File: config.mk
export PLATFORM = sky130hd
export DESIGN_NAME = ctrl_decode_pipe
export DESIGN_NICKNAME = d
export VERILOG_FILES = /design/src/rtl/ctrl_decode_pipe.sv
export SDC_FILE = /design/constraint.sdc
export NUM_CORES = 1
export LEC_CHECK = 0
export CAP_MARGIN = 5
export CORE_ASPECT_RATIO = 0.7
export CORE_UTILIZATION = 45
export DETAILED_ROUTE_END_ITERATION = 8
export PLACE_DENSITY = 0.86
export RECOVER_POWER = 25
export SYNTH_ARGS = -nofsm -noshare
export SYNTH_HDL_FRONTEND = slang
export SYNTH_SLANG_ARGS = --single-unit
File: constraint.sdc
create_clock -name clk -period 3.2 [get_ports clk]
set_clock_uncertainty 0.15 [all_clocks]
set_input_delay 0.48 -clock clk [delete_from_list [all_inputs] [get_ports clk]]
set_output_delay 0.48 -clock clk [all_outputs]
set_load 0.01 [all_outputs]
File: src/rtl/ctrl_decode_pipe.sv
// MIPS control decoder behind a one-entry registered output stage with flush and an illegal counter.
// Define CTRL_EXT_OPS_EN to decode slti and lui; otherwise those opcodes are treated as illegal.
module ctrl_decode_pipe #(
  parameter int ALUCTL_W = 4,
  parameter int PC_W     = 32,
  parameter int CNT_W    = 8
) (
  input  logic                clk,
  input  logic                rst_n,
  input  logic                in_valid,
  output logic                in_ready,
  input  logic [31:0]         instr,
  input  logic [PC_W-1:0]     in_pc,
  input  logic                flush,
  output logic                out_valid,
  input  logic                out_ready,
  output logic [PC_W-1:0]     out_pc,
  output logic                RegWrite,
  output logic                MemtoReg,
  output logic                MemWrite,
  output logic                Branch,
  output logic                ALUSrc,
  output logic                ALUSrc_shamt,
  output logic                RegDst,
  output logic                Link,
  output logic [ALUCTL_W-1:0] ALUControl,
  output logic                illegal,
  output logic [CNT_W-1:0]    illegal_cnt
);

  localparam logic [3:0] ALU_ILLEGAL = 4'b1011;

  typedef struct packed {
    logic reg_write;
    logic mem_to_reg;
    logic mem_write;
    logic branch;
    logic alu_src;
    logic alu_src_shamt;
    logic reg_dst;
    logic link;
  } ctrl_t;

  ctrl_t            dec_ctrl, ctrl_q, ctrl_gated;
  logic [3:0]       dec_alu, alu_q;
  logic             dec_illegal, illegal_q;
  logic             valid_q, accept;
  logic [PC_W-1:0]  pc_q;
  logic [CNT_W-1:0] cnt_q;
  logic [5:0]       op, funct;
  logic             unused_fields;

  assign op            = instr[31:26];
  assign funct         = instr[5:0];
  assign unused_fields = ^instr[25:6];

  always_comb begin
    dec_ctrl    = '0;
    dec_alu     = ALU_ILLEGAL;
    dec_illegal = 1'b0;
    case (op)
      6'h00: begin
        dec_ctrl.reg_write = 1'b1;
        dec_ctrl.reg_dst   = 1'b1;
        case (funct)
          6'h20, 6'h21: dec_alu = 4'b0010;
          6'h22, 6'h23: dec_alu = 4'b0110;
          6'h24:        dec_alu = 4'b0000;
          6'h25:        dec_alu = 4'b0001;
          6'h26:        dec_alu = 4'b0011;
          6'h27:        dec_alu = 4'b1100;
          6'h2A:        dec_alu = 4'b0111;
          6'h04:        dec_alu = 4'b0100;
          6'h06:        dec_alu = 4'b0101;
          6'h07:        dec_alu = 4'b1000;
          6'h00: begin dec_alu = 4'b0100; dec_ctrl.alu_src_shamt = 1'b1; end
          6'h02: begin dec_alu = 4'b0101; dec_ctrl.alu_src_shamt = 1'b1; end
          6'h03: begin dec_alu = 4'b1000; dec_ctrl.alu_src_shamt = 1'b1; end
          // jr only redirects the PC, so it must not write the register file
          6'h08: begin dec_alu = 4'b1110; dec_ctrl = '0; end
          default: begin dec_ctrl = '0; dec_illegal = 1'b1; end
        endcase
      end
      6'h08, 6'h09: begin dec_alu = 4'b0010; dec_ctrl.reg_write = 1'b1; dec_ctrl.alu_src = 1'b1; end
      6'h0C: begin dec_alu = 4'b0000; dec_ctrl.reg_write = 1'b1; dec_ctrl.alu_src = 1'b1; end
      6'h0D: begin dec_alu = 4'b0001; dec_ctrl.reg_write = 1'b1; dec_ctrl.alu_src = 1'b1; end
      6'h0E: begin dec_alu = 4'b0011; dec_ctrl.reg_write = 1'b1; dec_ctrl.alu_src = 1'b1; end
      6'h23: begin
        dec_alu             = 4'b0010;
        dec_ctrl.reg_write  = 1'b1;
        dec_ctrl.alu_src    = 1'b1;
        dec_ctrl.mem_to_reg = 1'b1;
      end
      6'h2B: begin dec_alu = 4'b0010; dec_ctrl.mem_write = 1'b1; dec_ctrl.alu_src = 1'b1; end
      6'h04: begin dec_alu = 4'b1001; dec_ctrl.branch = 1'b1; end
      6'h05: begin dec_alu = 4'b1010; dec_ctrl.branch = 1'b1; end
      6'h02: dec_alu = 4'b1101;
      6'h03: begin dec_alu = 4'b1101; dec_ctrl.link = 1'b1; dec_ctrl.reg_write = 1'b1; end
`ifdef CTRL_EXT_OPS_EN
      6'h0A: begin dec_alu = 4'b0111; dec_ctrl.reg_write = 1'b1; dec_ctrl.alu_src = 1'b1; end
      6'h0F: begin dec_alu = 4'b1111; dec_ctrl.reg_write = 1'b1; dec_ctrl.alu_src = 1'b1; end
`endif
      default: dec_illegal = 1'b1;
    endcase
  end

  assign in_ready = (!valid_q || out_ready) && !flush;
  assign accept   = in_valid && in_ready;

  // flush wins over everything; accept already excludes flush so counting stays consistent
  always_ff @(posedge clk or negedge rst_n) begin
    if (!rst_n) begin
      valid_q   <= 1'b0;
      pc_q      <= '0;
      ctrl_q    <= '0;
      alu_q     <= ALU_ILLEGAL;
      illegal_q <= 1'b0;
      cnt_q     <= '0;
    end else begin
      if (flush)          valid_q <= 1'b0;
      else if (accept)    valid_q <= 1'b1;
      else if (out_ready) valid_q <= 1'b0;
      if (accept) begin
        pc_q      <= in_pc;
        ctrl_q    <= dec_ctrl;
        alu_q     <= dec_alu;
        illegal_q <= dec_illegal;
      end
      if (accept && dec_illegal && (cnt_q != '1)) cnt_q <= cnt_q + 1'b1;
    end
  end

  // Bubbles present a harmless bundle so nothing downstream writes state
  assign ctrl_gated  = valid_q ? ctrl_q : '0;
  assign {RegWrite, MemtoReg, MemWrite, Branch, ALUSrc, ALUSrc_shamt, RegDst, Link} = ctrl_gated;
  assign ALUControl  = ALUCTL_W'(valid_q ? alu_q : ALU_ILLEGAL);
  assign illegal     = valid_q && illegal_q;
  assign out_valid   = valid_q;
  assign out_pc      = pc_q;
  assign illegal_cnt = cnt_q;

endmodule

* Yosys cells after proc, flatten, opt, wreduce, memory -nomap -nowiden
Cells that the tools add are included.
** Cells by class
- Reductions and logical operators :: 25
- Multiplexer cells :: 19
- Equal/unequal tests :: 27
- $add $sub $neg :: 1
** Operators with widths (count)
- equality test 6 bit, second input constant :: 11
- case mux 4 bit (11 select lines) :: 1
- equality test 6 x 4 -> 1 bit, second input constant :: 6
- case mux 4 bit (8 select lines) :: 1
- equality test 6 x 3 -> 1 bit, second input constant :: 5
- equality test 6 x 2 -> 1 bit, second input constant :: 4
- OR reduction 16 bit :: 1
- OR reduction 15 bit :: 1
- case mux 1 bit (2 select lines) :: 7
- OR reduction 2 bit :: 7
- OR reduction 7 bit :: 2
- zero test 6 bit :: 2
- OR reduction 11 bit :: 1
- adder 8 x 1 -> 8 bit, second input constant :: 1
- 2-to-1 mux 8 bit :: 1
- != test 8 bit, second input constant :: 1
- logical AND 1 bit :: 5
- 2-to-1 mux 1 bit :: 5
- 2-to-1 mux 5 bit :: 1
- 2-to-1 mux 2 bit :: 2
- 2-to-1 mux 4 bit :: 1
- OR reduction 4 bit :: 1
- nonzero test 3 bit :: 1
- OR reduction 3 bit :: 1
- 2 further kinds :: 3
** Word-level totals
- Register bits :: 54
- Input port bits :: 69

* Depth between registers and ports, before layout
Gate-level depths: netlist of the first run.
- Depth after elaboration :: 6
- Depth in mapped cells :: 7

* Worst setup path after synthesis of the first run
Ideal clock, no wire load.
- Path type :: input to register
- Start point :: input instr[27]
- End point :: register cnt_q[1] (netlist: illegal_cnt[1])
- Stages :: 7
- Data arrival time :: 1752 ps
- Slack :: 1171 ps
- Buffers on the path :: 1
- Setup time :: 128 ps
- Data required time :: 2922 ps
- Path through :: buf_2 nor2_1 and3_1 nand2_1 o21bai_4 o211ai_4 mux2_1
** On the way
- Word-level cells in the longest chain between the ends :: 5
- Elaborated cells on any way between the ends :: 16
- Classes of those cells :: eq/ne (11); mux (1); reduce/logical (4)
** Ends and longest elaborated chain
- start, declared :: RTL line 12 : input logic [31:0] instr,
- equality test 6 x 2 -> 1 bit (tied with other cells) :: RTL line 61 : case (op)
- OR reduction 11 bit (no source line)
- case mux 1 bit (2 select lines) * :: RTL line 61
- logical AND 1 bit * (2 in series) :: RTL line 129 : if (accept && dec_illegal && (cnt_q != '1)) cnt_q <= cnt_q + 1'b1;
- end signal, assigned :: RTL line 129
- end, declared :: RTL line 49 : logic [CNT_W-1:0] cnt_q;
Every way passes the cells marked *; elsewhere a longest branch is shown, timed or not.
A chain may end at the register's enable or synchronous reset.

* Worst setup path after layout of the first run
- Start point :: input instr[29]
- End point :: register cnt_q[1] (netlist: illegal_cnt[1])
The elaborated chain is that of the path after synthesis.

==> impl_metrics.py, run 1 <==
metrics = {
    "pwr": {
        "power_frac_seq_pct": 48.6,
        "power_leakage_nw": 1.722,
        "power_per_cell_area_nw_per_um2": 471.5,
        "internal-power_w": 0.001274,
        "ir_worst_vdd_mv": 0.3594,
        "switching_power_w": 0.0005348,
        "p_sw_share_pct": 29.56,
        "comb_power_share_pct": 30.1,
        "clkPwrFrac_pct": 21.3,
    },
    "place": {
        "pre_cts_ws_ps": 423.8,
        "place.gp.congestion": 0.8705,
        "portBuffers": 103,
        "dpl.hpwl_um": 4754,
        "dp.cells": 471,
        "place_area_um2": 3742,
    },
    "setup_path": {
        "path_class": "input pin to flop",
        "cp_slowest_cell": "clkdlybuf4s50_1",
        "cp.arrival_ps": 2530,
        "path_delay_family": "compound AO/OA/AOI/OAI gates",
        "crit_path_start_kind": "input pin",
        "crit_cells": 7,
        "endpoint_kind": "flop",
        "required_ps": 3240,
        "crit_fanout": 9,
        "rr_worst_depth": 5,
        "crit_chain": "clkdlybuf4s50_1 -> nor2_1 -> nor4_1 -> a211oi_2 -> o21bai_4 -> o211ai_4 -> mux2_1",
        "critical-path-max-stage-delay_ps": 580,
        "cp_num_buf_inv": 1,
    },
    "yosys": {
        "yosysTopAreaCell": "dfrtp_1",
        "synthAdderAreaFrac_pct": 0.4679,
        "synthTopCellsByArea": "dfrtp_1 (48%), nand2_1 (17%), dfstp_2 (2.9%)",
        "synthSimpleGateAreaFrac_pct": 30.37,
        "synth_fp_nets": 377,
        "syn_inst": 307,
        "yosys_most_used_dff": "dfrtp_1",
        "synth-xor-area-share_pct": 1.638,
        "synth_area_um2": 2674,
        "yosys_warnings": 0,
        "synth_top_family_by_area": "simple AND/OR/NAND/NOR gates",
        "yosysSeqAreaShare_pct": 50.68,
        "yosysTopAreaCellShare_pct": 47.73,
        "synth-edff-count": 0,
        "synth.avg_cell_area_um2": 8.709,
        "synth_cell_types": 47,
        "synth_most_common_cell": "nand2_1",
        "synth_compound_area_share_pct": 11.18,
        "yosys-mux-area-fraction_pct": 2.433,
        "async_reset_ff_share_pct": 100.0,
        "synth_commonest_cells": "nand2_1 (118), dfrtp_1 (51), nor2_1 (16), and2_1 (12), o21ai_0 (10)",
        "ys_ff_latch": 54,
    },
    "cts": {
        "post_cts_buffers": 0,
        "cts_resized": 0,
        "cts_root_buf": "clkbuf_8",
        "tritoncts": "built",
        "cts_buffers": 5,
        "clock-sinks": 54,
        "htreeDepth": 2,
        "clk_path_buf_depth": 2,
        "clk_pin_slew_ps": 100,
        "postCtsHoldBufs": 0,
        "clk_latency_ps": 290,
    },
    "flow_run": {
        "maxCapViolations": 0,
    },
    "sta": {
        "rsz0062_at_grt": "no",
        "tns_ps": 0,
        "worst_pin_slew_ps": 1228,
        "layout_min_cycle_time_ps": 2498,
        "setup_slack_ps": 701.8,
        "finalCritPeriodShare_pct": 78.07,
        "relSlewSlack_pct": 18.12,
        "slew_violations": 0,
        "max_freq_mhz": 400.3,
        "setup_viol": 0,
        "hold_slack_ps": 269.7,
        "hold_viol": 0,
    },
    "grt": {
        "grt_pass1_vias": 2198,
        "antenna_found_initial": 0,
        "grt_max_degree": 53,
        "grt.overflow.total": 0,
        "grt_usage_pct": 21.00,
        "grt_pass1_wl_um": 10270,
    },
    "floorplan": {
        "core_area_um2": 5727,
        "start_util_pct": 46.69,
        "num_io_pins": 124,
        "rows": 23,
        "die_area_um2": 6259,
        "die_h_um": 66.49,
        "die_x_um": 94.13,
    },
    "route": {
        "vias_per_cell": 5.136,
        "avgRoutedWirePerCell_um": 13.55,
        "num_vias": 2460,
        "drc_errors": 0,
        "firstDrtPassIters": 4,
        "postRouteWirelength_um": 6492,
        "postRouteAntennaNets": 0,
        "drt_iter0_drc": 116,
    },
    "final_layout": {
        "nets": 473,
        "register_area_um2": 1355,
        "syn2layout_area_growth_pct": 43.52,
        "diodes": 0,
        "fillers": 489,
        "drive_gt1_share_pct": 6.436,
        "multi_input_area_um2": 1234,
        "stdcell_area_um2": 3837,
        "fin_cells": 479,
    },
    "hold_path": {
        "hold_path_class": "input pin to async pin",
    },
    "status": {
        "outcome": "completed",
    },
}
## power groups by stage
stage	Sequential, W	Combinational [W]	Clock (W)
detailed placement	0.000890	0.000547	0
floorplan	0.000921	0.000188	0
finish	0.000879	0.000545	0.000385
global placement	0.000887	0.000535	0
CTS	0.000879	0.000549	0.000398
global route	0.000895	0.000595	0.000428
## cell usage in the layout (no fill, tap or decap), drive strengths merged, types with 4 or more instances in the layout
| master | count |
|---|---|
| nand2b | 6 |
| dfrtp | 51 |
| nor3 | 4 |
| nand3 | 5 |
| xnor2 | 5 |
| and2 | 12 |
| nor2 | 16 |
| nand4 | 6 |
| mux2 | 4 |
| clkbuf | 7 |
| clkdlybuf4s50 | 102 |
| nand2 | 119 |
| a21oi | 8 |
| o21ai | 10 |
| and3 | 4 |
## worst paths after layout
path	from	slack (ps)	end
max	instr[29]	700	illegal_cnt[1]
min	rst_n	270	out_pc[17]
min in group clk	ctrl_q[0]	330	ctrl_q[0]
max reg2reg	out_valid	950	ctrl_q[7]
max in group asynchronous	rst_n	1820	alu_q[0]
min reg2reg	ctrl_q[0]	330	ctrl_q[0]
## final cells by class
type                       instances  area share, %
clock buffer                       6          2.152
clock inverter                     2         0.3261
inverter                           3         0.2934
multi-input combinational        233          32.15
sequential                        54          35.31
tap                               75          2.445
timing repair buffer             106          27.32
## logic make-up after synthesis
logic type                 count (synthesis)
buffers and inverters                     20
muxes                                      6
xor gates and xnor gates                   5
and+or+nand+nor                          184
AOI/OAI and AO/OA                         37
adders and majority gates                  1
DFF                                       54
## flip-flops by register name, summed over array words and instances (netlist names)
| register | cells |
|---|---|
| out_pc | 32 |
| ctrl_q | 8 |
| illegal_cnt | 8 |
| alu_q | 4 |
| illegal_q | 1 |
| out_valid | 1 |
## metrics by stage
step / total power, W / utilization [%]
2_1_floorplan: 0.001109 / -
3_5_place_dp: 0.001437 / 65.35
5_1_grt: 0.001918 / 67.01
3_3_place_gp: 0.001421 / 65.35
4_1_cts: 0.001826 / 67.01
6_report: 0.001809 / 67.01
## metal layers
layer	wire, µm	global-route usage [%]	part of all wire (%)	vias up
met1	3059	29.44	47	1135
met2	2858	33.39	44	109
li1	-	-	-	1205
met4	84	5.192	1.3	0
met3	490	4.338	7.5	11
met5	0	0	0	-
Power figures use the tool's default switching activity.
==> inputs of run 2 (changes only) <==
--- a/config.mk
+++ b/config.mk
@@ -7,9 +7,9 @@
 export LEC_CHECK = 0
 export CAP_MARGIN = 5
 export CORE_ASPECT_RATIO = 0.7
-export CORE_UTILIZATION = 45
+export CORE_UTILIZATION = 41
 export DETAILED_ROUTE_END_ITERATION = 8
-export PLACE_DENSITY = 0.86
+export PLACE_DENSITY = 0.8
 export RECOVER_POWER = 25
 export SYNTH_ARGS = -nofsm -noshare
 export SYNTH_HDL_FRONTEND = slang
==> constraint.sdc (replaced) <==
create_clock -name clk -period 2.3 [get_ports clk]
set_clock_uncertainty 0.15 [all_clocks]
set_input_delay 0.345 -clock clk [delete_from_list [all_inputs] [get_ports clk]]
set_output_delay 0.345 -clock clk [all_outputs]
set_load 0.01 [all_outputs]
==> run 2 against run 1 <==
Effect of this change:
- power rose by 43%
- flip-flop and latch count did not move
- register-to-register slack got worse by 490 ps
- largest power group unchanged
- the run now ends with design-rule violations left
- count of clock-buffer cells in the layout did not move
- critical path depth fell by 3
- first-iteration DRC count rose by 21%
- sequential power rose by 40%
- setup slack got worse by 590 ps
- combinational power rose by 47%
- hold slack improved by 65 ps
- wire length rose by 11%
- utilization fell by 2.7 points
==> impl_metrics.py, run 2 (same netlist as run 1, synthesis figures left out) <==
metrics = {
    "grt": {
        "grt.overflow.total": 0,
        "grt_pass1_wl_um": 12100,
        "grt_usage_pct": 21.89,
        "grt_pass1_vias": 2477,
        "antenna_found_initial": 0,
        "grt_max_degree": 31,
    },
    "cts": {
        "clock-sinks": 54,
        "cts_resized": 0,
        "clk_path_buf_depth": 2,
        "cts_root_buf": "clkbuf_8",
        "tritoncts": "built",
        "clk_latency_ps": 300,
        "clk_pin_slew_ps": 90,
        "cts_buffers": 5,
        "htreeDepth": 2,
    },
    "sta": {
        "rsz0062_at_grt": "no",
        "worst_pin_slew_ps": 696.9,
        "hold_viol": 0,
        "layout_min_cycle_time_ps": 2187,
        "setup_viol": 0,
        "tns_ps": 0,
        "relSlewSlack_pct": 53.54,
        "slew_violations": 0,
        "max_freq_mhz": 457.2,
        "finalCritPeriodShare_pct": 95.09,
    },
    "final_layout": {
        "largest_register_ffs": 32,
        "nets": 497,
        "drive_gt1_share_pct": 11.45,
        "stdcell_area_um2": 4038,
        "layout_common_cells": "nand2_1 (118), clkdlybuf4s50_1 (101), dfrtp_1 (51), buf_4 (24), nor2_1 (16)",
        "syn2layout_area_growth_pct": 51.01,
        "final_common_cell": "nand2_1",
        "diodes": 0,
    },
    "floorplan": {
        "die_x_um": 98.52,
        "core_area_um2": 6276,
        "die_area_um2": 6854,
        "num_io_pins": 124,
        "rows": 24,
        "start_util_pct": 42.60,
        "die_h_um": 69.57,
    },
    "place": {
        "place_area_um2": 3944,
        "dpl.hpwl_um": 5500,
        "place.gp.congestion": 0.9362,
        "portBuffers": 103,
    },
    "setup_path": {
        "required_ps": 1800,
        "cp.arrival_ps": 1690,
        "crit_fanout": 3,
        "crit_chain": "dlygate4sd3_1 -> nor2b_1 -> nor2_1 -> clkdlybuf4s50_1",
        "critical-path-max-stage-delay_ps": 570,
        "cp_slowest_cell": "clkdlybuf4s50_1",
        "endpoint_kind": "primary output",
        "crit_path_start_kind": "input pin",
        "path_class": "input pin to primary output",
    },
    "hold_path": {
        "hold_path_class": "flop to flop",
    },
    "pwr": {
        "p_sw_share_pct": 30.10,
        "ir_worst_vdd_mv": 0.5954,
        "power_leakage_nw": 1.841,
        "power_w": 0.002586,
        "power_frac_seq_pct": 47.4,
        "internal-power_w": 0.001808,
        "switching_power_w": 0.0007784,
        "comb_power_share_pct": 31.0,
        "clkPwrFrac_pct": 21.6,
        "power_per_cell_area_nw_per_um2": 640.5,
    },
    "route": {
        "postRouteAntennaNets": 0,
        "firstDrtPassIters": 7,
        "avgRoutedWirePerCell_um": 14.19,
        "drc_errors": 9,
        "drt_iter0_drc": 140,
        "vias_per_cell": 5.032,
        "num_vias": 2546,
        "postRouteWirelength_um": 7179,
    },
    "status": {
        "outcome": "finished with violations",
        "violations": "design-rule violations",
    },
    "flow_run": {
        "maxCapViolations": 0,
    },
}
==> run 2: cell type report <==
| class | count | area, µm² |
|---|---|---|
| repair buffers | 130 | 1241 |
| flip-flops and latches | 54 | 1355 |
| inverters | 3 | 11.26 |
| multi-input cells | 233 | 1234 |
| clock buffers | 6 | 82.58 |
| fillers | 551 | 2238 |
| well taps | 78 | 97.59 |
| clock inverters | 2 | 16.27 |
==> run 2: stage by stage <==
stage	setup WS (ps)	utilization [%]	hold slack, ps	cells
6_report	112.9	64.33	334.7	506
5_1_grt	48.14	64.33	358.7	506
4_1_cts	188.4	64.57	334.9	506
3_5_place_dp	-116.6	62.84	247.3	497
3_3_place_gp	-72.02	62.84	250.3	497
2_1_floorplan	337.7	-	-100.6	307
==> run 2: layer usage <==
metal / track usage [%] / routed length (µm) / vias up
li1: - / - / 1258
met5: 0 / 0 / -
met2: 34.12 / 3235 / 84
met1: 32.58 / 3497 / 1202
met4: 2.985 / 11 / 0
met3: 4.234 / 434 / 2
==> run 2: worst max-delay path: cells and delay by family <==
family        cells  cell delay [ps]
buf+inv           2             1110
simple gates      2              230
==> run 2: power by group through the flow <==
stage / combinational (W) / clock, W / sequential [W]
after floorplan: 0.000261 / 0 / 0.00128
after global placement: 0.000786 / 0 / 0.00123
after detailed placement: 0.000808 / 0 / 0.00124
after CTS: 0.000812 / 0.000582 / 0.00123
after global routing: 0.000872 / 0.000623 / 0.00125
final: 0.000801 / 0.000558 / 0.00123
==> run 2: final timing paths <==
check / start / to / slack, ps / depth (start not counted)
worst min-delay path: out_pc[6] / out_pc[6] / 330 / 2
worst max register to register: out_valid / illegal_cnt[7] / 460 / 7
max in group asynchronous: rst_n / ctrl_q[4] / 420 / 3
worst max-delay path: out_ready / in_ready / 110 / 4
worst min register to register: out_pc[6] / out_pc[6] / 330 / 2
min in group asynchronous: rst_n / out_pc[15] / 450 / 2
==> run 2: timing repair <==
action,4_1_cts,5_1_grt
buffers inserted,0,0
hold buffers,1,0
endpoints found under the hold margin,26,0
